$ cat src/rtl/idct_sched_pkg.sv
// Shared constants and FSM state type for the idct_sched coefficient scheduler.
package idct_pkg;

    localparam int unsigned DW         = 16;
    localparam int unsigned OW         = 24;
    localparam int unsigned LANES      = 4;
    localparam int unsigned DP_LATENCY = 4;

    typedef enum logic [1:0] {
        ST_IDLE  = 2'd0,
        ST_BUSY  = 2'd1,
        ST_DRAIN = 2'd2
    } state_t;

endpackage

$ cat src/rtl/idct_sched_fifo.sv
// Result FIFO for idct_sched: DEPTH entries, head presented combinationally from
// registered storage, asynchronous active-high reset of the control state.
module idct_sched_fifo #(
    parameter int unsigned WIDTH = 24,
    parameter int unsigned DEPTH = 4
) (
    input  logic             clk,
    input  logic             reset,
    input  logic             push,
    input  logic [WIDTH-1:0] push_data,
    input  logic             pop,
    output logic [WIDTH-1:0] head,
    output logic             empty,
    output logic             full
);

    localparam int unsigned PW = (DEPTH > 1) ? $clog2(DEPTH) : 1;
    localparam int unsigned CW = $clog2(DEPTH + 1);

    logic [WIDTH-1:0] mem [DEPTH];
    logic [PW-1:0]    wr_ptr;
    logic [PW-1:0]    rd_ptr;
    logic [CW-1:0]    count;
    logic             do_push;
    logic             do_pop;

    function automatic logic [PW-1:0] bump(input logic [PW-1:0] p);
        return (p == PW'(DEPTH - 1)) ? '0 : p + PW'(1);
    endfunction

    assign empty   = (count == '0);
    assign full    = (count == CW'(DEPTH));
    assign do_push = push && !full;
    assign do_pop  = pop && !empty;
    assign head    = mem[rd_ptr];

    always_ff @(posedge clk) begin
        if (do_push) begin
            mem[wr_ptr] <= push_data;
        end
    end

    always_ff @(posedge clk or posedge reset) begin
        if (reset) begin
            wr_ptr <= '0;
            rd_ptr <= '0;
            count  <= '0;
        end else begin
            if (do_push) wr_ptr <= bump(wr_ptr);
            if (do_pop)  rd_ptr <= bump(rd_ptr);
            case ({do_push, do_pop})
                2'b10:   count <= count + CW'(1);
                2'b01:   count <= count - CW'(1);
                default: count <= count;
            endcase
        end
    end

    // The datapath cannot stall, so a push into a full FIFO means the credit loop is broken.
    assert property (@(posedge clk) disable iff (reset) !(push && full));

endmodule

$ cat src/rtl/idct_sched.sv
// idct_sched: skews 4-lane coefficient vectors onto the IDCT datapath and buffers
// its results under credit flow control. Optional counters: IDCT_SCHED_STATS_EN.
module idct_sched
    import idct_pkg::LANES, idct_pkg::DP_LATENCY, idct_pkg::state_t,
           idct_pkg::ST_IDLE, idct_pkg::ST_BUSY, idct_pkg::ST_DRAIN;
#(
    parameter int unsigned DW    = idct_pkg::DW,
    parameter int unsigned OW    = idct_pkg::OW,
    parameter int unsigned DEPTH = 4
) (
    input  logic                clk,
    input  logic                reset,
    input  logic                in_valid,
    output logic                in_ready,
    input  logic [LANES*DW-1:0] in_data,
    input  logic                flush,
    output logic [DW-1:0]       d_in_1,
    output logic [DW-1:0]       d_in_2,
    output logic [DW-1:0]       d_in_3,
    output logic [DW-1:0]       d_in_4,
    input  logic [OW-1:0]       dp_result,
    output logic                out_valid,
    input  logic                out_ready,
    output logic [OW-1:0]       out_data,
    output logic                busy
`ifdef IDCT_SCHED_STATS_EN
   ,output logic [31:0]         stat_issued,
    output logic [31:0]         stat_stall
`endif
);

    localparam int unsigned CW = $clog2(DEPTH + 1);

    if (DEPTH < 2 || DEPTH > 16) begin : g_bad_depth
        $error("idct_sched: DEPTH must lie in 2..16");
    end

    state_t                state;
    state_t                state_nxt;
    logic [CW-1:0]         credit;
    logic [CW-1:0]         credit_nxt;
    logic [DP_LATENCY-1:0] vld;
    logic                  accept;
    logic                  pop;
    logic                  fifo_empty;
    logic                  fifo_full;
    logic [DW-1:0]         lane_out [LANES];

    assign accept = in_valid && in_ready;
    assign pop    = out_valid && out_ready;

    always_ff @(posedge clk or posedge reset) begin
        if (reset) begin
            vld <= '0;
        end else begin
            vld <= {vld[DP_LATENCY-2:0], accept};
        end
    end

    // Lane k is a k+1 stage delay line; idle slots carry zero so lanes without a token read 0.
    for (genvar k = 0; k < LANES; k++) begin : g_lane
        logic [k:0][DW-1:0] pipe;
        logic [DW-1:0]      head;

        assign head = accept ? in_data[k*DW +: DW] : '0;

        if (k == 0) begin : g_head
            always_ff @(posedge clk or posedge reset) begin
                if (reset) pipe <= '0;
                else       pipe <= head;
            end
        end else begin : g_chain
            always_ff @(posedge clk or posedge reset) begin
                if (reset) pipe <= '0;
                else       pipe <= {pipe[k-1:0], head};
            end
        end

        assign lane_out[k] = pipe[k];
    end

    assign d_in_1 = lane_out[0];
    assign d_in_2 = lane_out[1];
    assign d_in_3 = lane_out[2];
    assign d_in_4 = lane_out[3];

    idct_sched_fifo #(
        .WIDTH (OW),
        .DEPTH (DEPTH)
    ) u_fifo (
        .clk       (clk),
        .reset     (reset),
        .push      (vld[DP_LATENCY-1]),
        .push_data (dp_result),
        .pop       (pop),
        .head      (out_data),
        .empty     (fifo_empty),
        .full      (fifo_full)
    );

    assign out_valid  = !fifo_empty;
    assign credit_nxt = credit - CW'(accept) + CW'(pop);

    always_comb begin
        state_nxt = state;
        if (flush) begin
            state_nxt = ST_DRAIN;
        end else begin
            case (state)
                ST_IDLE:  if (accept) state_nxt = ST_BUSY;
                ST_BUSY:  if (!accept && vld == '0 && fifo_empty) state_nxt = ST_IDLE;
                ST_DRAIN: if (vld == '0 && fifo_empty) state_nxt = ST_IDLE;
                default:  state_nxt = ST_IDLE;
            endcase
        end
    end

    // in_ready and busy are registered from next-state values so both read 0 throughout reset.
    always_ff @(posedge clk or posedge reset) begin
        if (reset) begin
            state    <= ST_IDLE;
            credit   <= CW'(DEPTH);
            in_ready <= 1'b0;
            busy     <= 1'b0;
        end else begin
            state    <= state_nxt;
            credit   <= credit_nxt;
            in_ready <= (credit_nxt != '0) && (state_nxt != ST_DRAIN);
            busy     <= (state_nxt != ST_IDLE);
        end
    end

    assert property (@(posedge clk) disable iff (reset) accept |-> credit != '0);
    assert property (@(posedge clk) disable iff (reset) fifo_full |-> credit == '0);

`ifdef IDCT_SCHED_STATS_EN
    always_ff @(posedge clk or posedge reset) begin
        if (reset) begin
            stat_issued <= '0;
            stat_stall  <= '0;
        end else begin
            if (accept && stat_issued != '1) begin
                stat_issued <= stat_issued + 32'd1;
            end
            if (in_valid && !in_ready && stat_stall != '1) begin
                stat_stall <= stat_stall + 32'd1;
            end
        end
    end
`endif

endmodule

$ cat config.mk
export PLATFORM = sky130hd
export DESIGN_NAME = idct_sched
export DESIGN_NICKNAME = d
export VERILOG_FILES = /design/src/rtl/idct_sched_pkg.sv /design/src/rtl/idct_sched_fifo.sv /design/src/rtl/idct_sched.sv
export SDC_FILE = /design/constraint.sdc
export NUM_CORES = 1
export LEC_CHECK = 0
export ABC_CLOCK_PERIOD_IN_PS = 6800
export CORE_ASPECT_RATIO = 1.2
export CORE_UTILIZATION = 50
export CTS_CLUSTER_SIZE = 24
export DETAILED_ROUTE_END_ITERATION = 8
export PLACE_DENSITY_LB_ADDON = 0.08
export SLEW_MARGIN = 25
export SYNTH_ARGS = -nofsm -noshare
export SYNTH_HDL_FRONTEND = slang
export SYNTH_SLANG_ARGS = --single-unit
export TNS_END_PERCENT = 1
$ cat constraint.sdc
create_clock -name clk -period 6.8 [get_ports clk]
set_input_delay 0.68 -clock clk [delete_from_list [all_inputs] [get_ports clk]]
set_output_delay 0.68 -clock clk [all_outputs]
set_load 0.1 [all_outputs]
# After elaboration in Yosys (flattened, before gate mapping)
# Memories as Yosys holds them, arrays and structs flattened.
# Index checks and enable logic that the tools add are counted.
# op_classes
addsub	6
n_eq_ne	8
n_mux	14
n_reduce_logical	17
# op_table
operator	n
$mux W16	4
$mux W2	6
$eq A2 B2 Y1 const B	4
$logic_and A1 B1 Y1	8
$pmux W2 S3	1
$pmux W3 S2	1
$add A2 B1 Y2 const B	2
$eq A2 B1 Y1 const B	2
$logic_not A4 Y1	1
$reduce_bool A2 Y1	2
$add A3 B1 Y3	1
$add A3 B1 Y3 const B	1
$eq A3 B3 Y1 const B	1
$logic_not A1 Y1	3
$logic_not A3 Y1	1
$reduce_bool A3 Y1	1
$sub A3 B1 Y3	1
$sub A3 B1 Y3 const B	1
$logic_not A2 Y1	1
$mux W1	2
$ne A2 B2 Y1 const B	1
# word_totals
ff_bits	178
mem_bits_rw	96
inputBits	93
output_inout_bits	91
elab_cells	64
n_memories	1
# memory_table
name	words	word_bits	read_ports	rd_ports_with_merged_regs	write_ports	line_no	source
u_fifo.mem	4	24	1	0	1	idct_sched_fifo.sv:20	logic [WIDTH-1:0] mem [DEPTH];

# Depth between registers and ports, before layout
# depth
ltp_word	9
ltp_mapped	10
mapped_depth_nobuf	10

# Hierarchy
# From an unflattened synthesis, not the netlist that was laid out.
# unflattened
hier_cells	489
hier_area_um2	9243.9
# modules_own_cells
mod	n_inst	cells_per_inst	area_each_um2	seq_area_each_um2
idct_sched	1	322	5281.3	4280.4
idct_sched_fifo	1	167	3962.6	3057.9

# Least setup slack after synthesis
# No wires, ideal clock.
# synth_timing
kind	flip-flop to flip-flop
from	register u_fifo.count[2]
to	register in_ready
setup_time_ns	0.104
arrival_time_ns	2.631
t_required_ns	6.696
path_slack_ns	4.065
path_stages_with_launch	10
n_path_buf	0
period_less_slack_ns	2.735
cell_sequence	dfrtp_1 > nor3_4 > inv_1 > nand2_1 > ha_1 > inv_1 > ha_1 > fa_1 > nor2_1 > a221oi_1
# synth_via
word_cells_on_any_way	13
cone_classes	add/sub: 1; eq/ne: 1; mux: 4; reduce/logical: 7
# synth_lines
element	line_no	source
start: declaration	idct_sched_fifo.sv:23	logic [CW-1:0] count;
start signal: assignment	idct_sched_fifo.sv:52	2'b10: count <= count + CW'(1);
start signal: assignment	idct_sched_fifo.sv:53	2'b01: count <= count - CW'(1);
start signal: assignment	idct_sched_fifo.sv:54	default: count <= count;
$logic_not A3 Y1	idct_sched_fifo.sv:31	assign empty = (count == '0);
$logic_not A1 Y1	idct_sched.sv:101	assign out_valid = !fifo_empty;
net out_valid	idct_sched.sv:22	output logic out_valid,
$logic_and A1 B1 Y1	idct_sched.sv:50	assign pop = out_valid && out_ready;
$add A3 B1 Y3	idct_sched.sv:102	assign credit_nxt = credit - CW'(accept) + CW'(pop);
net credit_nxt[1]	idct_sched.sv:41	logic [CW-1:0] credit_nxt;
$reduce_bool A3 Y1	idct_sched.sv:128	in_ready <= (credit_nxt != '0) && (state_nxt != ST_DRAIN);
$logic_and A1 B1 Y1	idct_sched.sv:128	
end signal: assignment	idct_sched.sv:128	
end: declaration	idct_sched.sv:14	output logic in_ready,
# The timed path passes the listed nets, and every way through them passes these cells.
# A chain may end at the register's enable or synchronous reset.

# Final worst setup path
# layout_timing
from	register u_fifo.rd_ptr[0]
to	output out_data[16]
# layout_via
elab_chain_len	1
# layout_lines
element	line_no	source
start: declaration	idct_sched_fifo.sv:22	logic [PW-1:0] rd_ptr;
start signal: assignment	idct_sched_fifo.sv:50	if (do_pop) rd_ptr <= bump(rd_ptr);
$mem_v2 Z4 W24	n/a	
end: declaration	idct_sched.sv:24	output logic [OW-1:0] out_data,
# No other way between the ends.

==> impl_metrics.json <==
{
  "status": "finished clean",
  "cts_sinks": 274,
  "clkTransAtPathRegs_ps": 60,
  "holdBufCountCts": 0,
  "overflow": 0,
  "port_buffers": 183,
  "avgViaCountPerCell": 4.93,
  "cts_max_level": 1,
  "die_y_um": 151,
  "fin_crit_ps": 3720,
  "clockRootBuffer": "clkbuf_16",
  "cts_made_buffers": 26,
  "netlist_top_cells_area": "dfrtp_1, edfxtp_1, mux4_2",
  "whs_ps": 346,
  "fp.coreArea_um2": 18100,
  "dieArea_um2": 19000,
  "nNetsFinal": 739,
  "ctsResizeCount": 0,
  "first_pass_iters": 4,
  "clock.fmax_mhz": 269,
  "required_ps": 6120,
  "rows": 54,
  "ys_types": 31,
  "syn_inst": 487,
  "yosysWarnings": 0,
  "worstMarginPinSlew_ps": 1050,
  "finalMaxSlewViolations": 0,
  "slew_headroom_pct": 30.1,
  "crit_chain": "mux4_2 -> clkdlybuf4s50_1",
  "dpl_worst_slack_ps": 3450,
  "grt_pass1_wl_mm": 23.8,
  "finalHoldViolations": 0,
  "drv_cap": 0,
  "multi_input_area_um2": 1360,
  "syn_nets": 590,
  "dpl_cell_area_um2": 10900,
  "cp_max_fo": 27,
  "crit_family": "buffers and inverters",
  "antenna_left": 0,
  "setup_ws_ps": 3080,
  "synth_edf_count": 96,
  "setup_viol": 0,
  "totalWireLength_mm": 14.9,
  "syn2layout_area_growth_pct": 27.8,
  "die_w_um": 126,
  "final_util_pct": 65.0,
  "crit_arrival_ps": 3040,
  "grt_pass1_vias": 4716,
  "synth_top_area_cell": "dfrtp_1",
  "avgSynthCellArea_um2": 18.9,
  "fin_worst_skew_ps": 3.97,
  "ys_seq_elements": 274,
  "grt_use_total_pct": 16.3,
  "power.density_nw_per_um2": 428,
  "wl_per_cell_um": 17.0,
  "fin_area_um2": 11800,
  "drc": 0,
  "ys_seq_area_share_pct": 79.7,
  "startpoint_type": "flip-flop",
  "cp_slowest_stage_delay_ps": 980,
  "grt_max_degree": 107,
  "leakage_nw": 5.19,
  "layout-drive-gt1-share_pct": 12.8,
  "dpl.hpwl_mm": 9.57,
  "register_area_um2": 7340,
  "fin_setup_tns_ps": 0,
  "endpoint_kind": "output port",
  "postCtsSetupRepairBufs": 0,
  "drtIter0Drc": 137,
  "yosysTopAreaCellShare_pct": 48.1,
  "rsz0062_at_grt": "no",
  "irDropWorstVdd_v": 0.000207,
  "diodes": 0,
  "synthArstFlopShare_pct": 65.0,
  "path_buf_inv": 1,
  "hp-class": "reg2reg",
  "period_share_pct": 54.7,
  "slowest_stage": "clkdlybuf4s50_1",
  "clk_latency_ps": 510,
  "fill_cells": 1290,
  "cts_tree": "done",
  "vias": 4342,
  "place_congestion": 0.761,
  "synth_ff_type": "dfrtp_1",
  "clk_path_buf_depth": 3,
  "antenna_found_initial": 0,
  "crit_type": "reg2out",
  "initial_core_util_pct": 50.8,
  "syn_area_um2": 9210,
  "io_pins": 184
}
[placed cells by master (no fill, tap or decap), drive strengths merged, types with 2 or more instances in the layout]
master,Yosys,final
a21oi,2,2
clkdlybuf4s50,0,183
and2,5,5
buf,53,6
nor2,5,5
xnor2,3,3
and3,64,64
xor2,2,2
clkinvlp,0,3
mux2,4,4
dfrtp,177,177
clkinv,0,7
clkbuf,15,38
inv,14,14
fa,2,2
mux4,24,24
ha,8,8
edfxtp,96,96
[cell families after synthesis]
group,count (synthesis),share of synthesized area (%)
and+or+nand+nor,79,5.48
DFF,274,79.7
adders and majority gates,10,1.52
buffers and inverters,82,5.49
muxes,29,6.47
AOI/OAI and AO/OA,8,0.856
xor gates and xnor gates,5,0.476
[path summary, 6_finish.rpt]
check | cells after the start | endpoint | slack, ps | start
setup / recovery | 2 | out_data[16] | 3080 | u_fifo.rd_ptr[0]$_DFFE_PP0P_
hold / removal | 0 | d_in_2[2]$_DFF_PP0_ | 350 | g_lane[1].pipe[2]$_DFF_PP0_
setup reg to reg | 8 | in_ready$_DFF_PP0_ | 4470 | in_ready$_DFF_PP0_
hold reg to reg | 0 | d_in_2[2]$_DFF_PP0_ | 350 | g_lane[1].pipe[2]$_DFF_PP0_
max in group asynchronous | 3 | u_fifo.rd_ptr[1]$_DFFE_PP0P_ | 4570 | reset
min in group asynchronous | 2 | d_in_4[14]$_DFF_PP0_ | 750 | reset
[routing by layer]
metal  share of wire [%]  GRT usage, %  up-vias
met5                   0             0        -
met4                 2.6          6.02        0
met3                  11          6.43       29
met2                  49          27.6      172
met1                  38          18.8     2168
li1                    -             -     1973
[synthesized netlist by cell type, types with 2 or more instances]
cell,number
edfxtp_1,96
and2_1,5
buf_2,2
dfrtp_1,177
xnor2_1,3
buf_4,50
clkbuf_1,15
ha_1,8
mux4_2,24
mux2_2,4
xor2_1,2
inv_1,14
and3_1,64
nor2_1,5
fa_1,2
[metrics by stage]
stage          instances  total power, mW
2_1_floorplan        487             3.40
3_3_place_gp         832             3.69
3_5_place_dp         832             3.73
4_1_cts              880             5.11
5_1_grt              880             5.24
6_report             880             5.03
[cell type report]
class | instances | area share [%]
Sequential cell | 274 | 62.4
Timing Repair Buffer | 189 | 16.0
Multi-Input combinational cell | 131 | 11.6
Clock buffer | 38 | 6.65
Tap cell | 224 | 2.38
Clock inverter | 10 | 0.511
Inverter | 14 | 0.489
[state kept, by name, indices dropped and copies added (netlist names), 2 cells and up]
register and flops:
d_in_1 16, u_fifo.count 3, state 2, vld 4, d_in_4 16, credit 3, u_fifo.wr_ptr 2, d_in_2 16
g_lane.pipe 96, d_in_3 16, u_fifo.rd_ptr 2, u_fifo.mem 96
[where the power goes]
part / leakage (nW) / internal (mW) / total [mW] / switching [mW]
Combinational: 1.48 / 0.478 / 1.65 / 1.17
Clock: 0.408 / 0.798 / 1.36 / 0.564
Sequential: 3.30 / 1.89 / 2.02 / 0.140
Total: 5.19 / 3.16 / 5.03 / 1.87
Power figures use the tool's default switching activity.
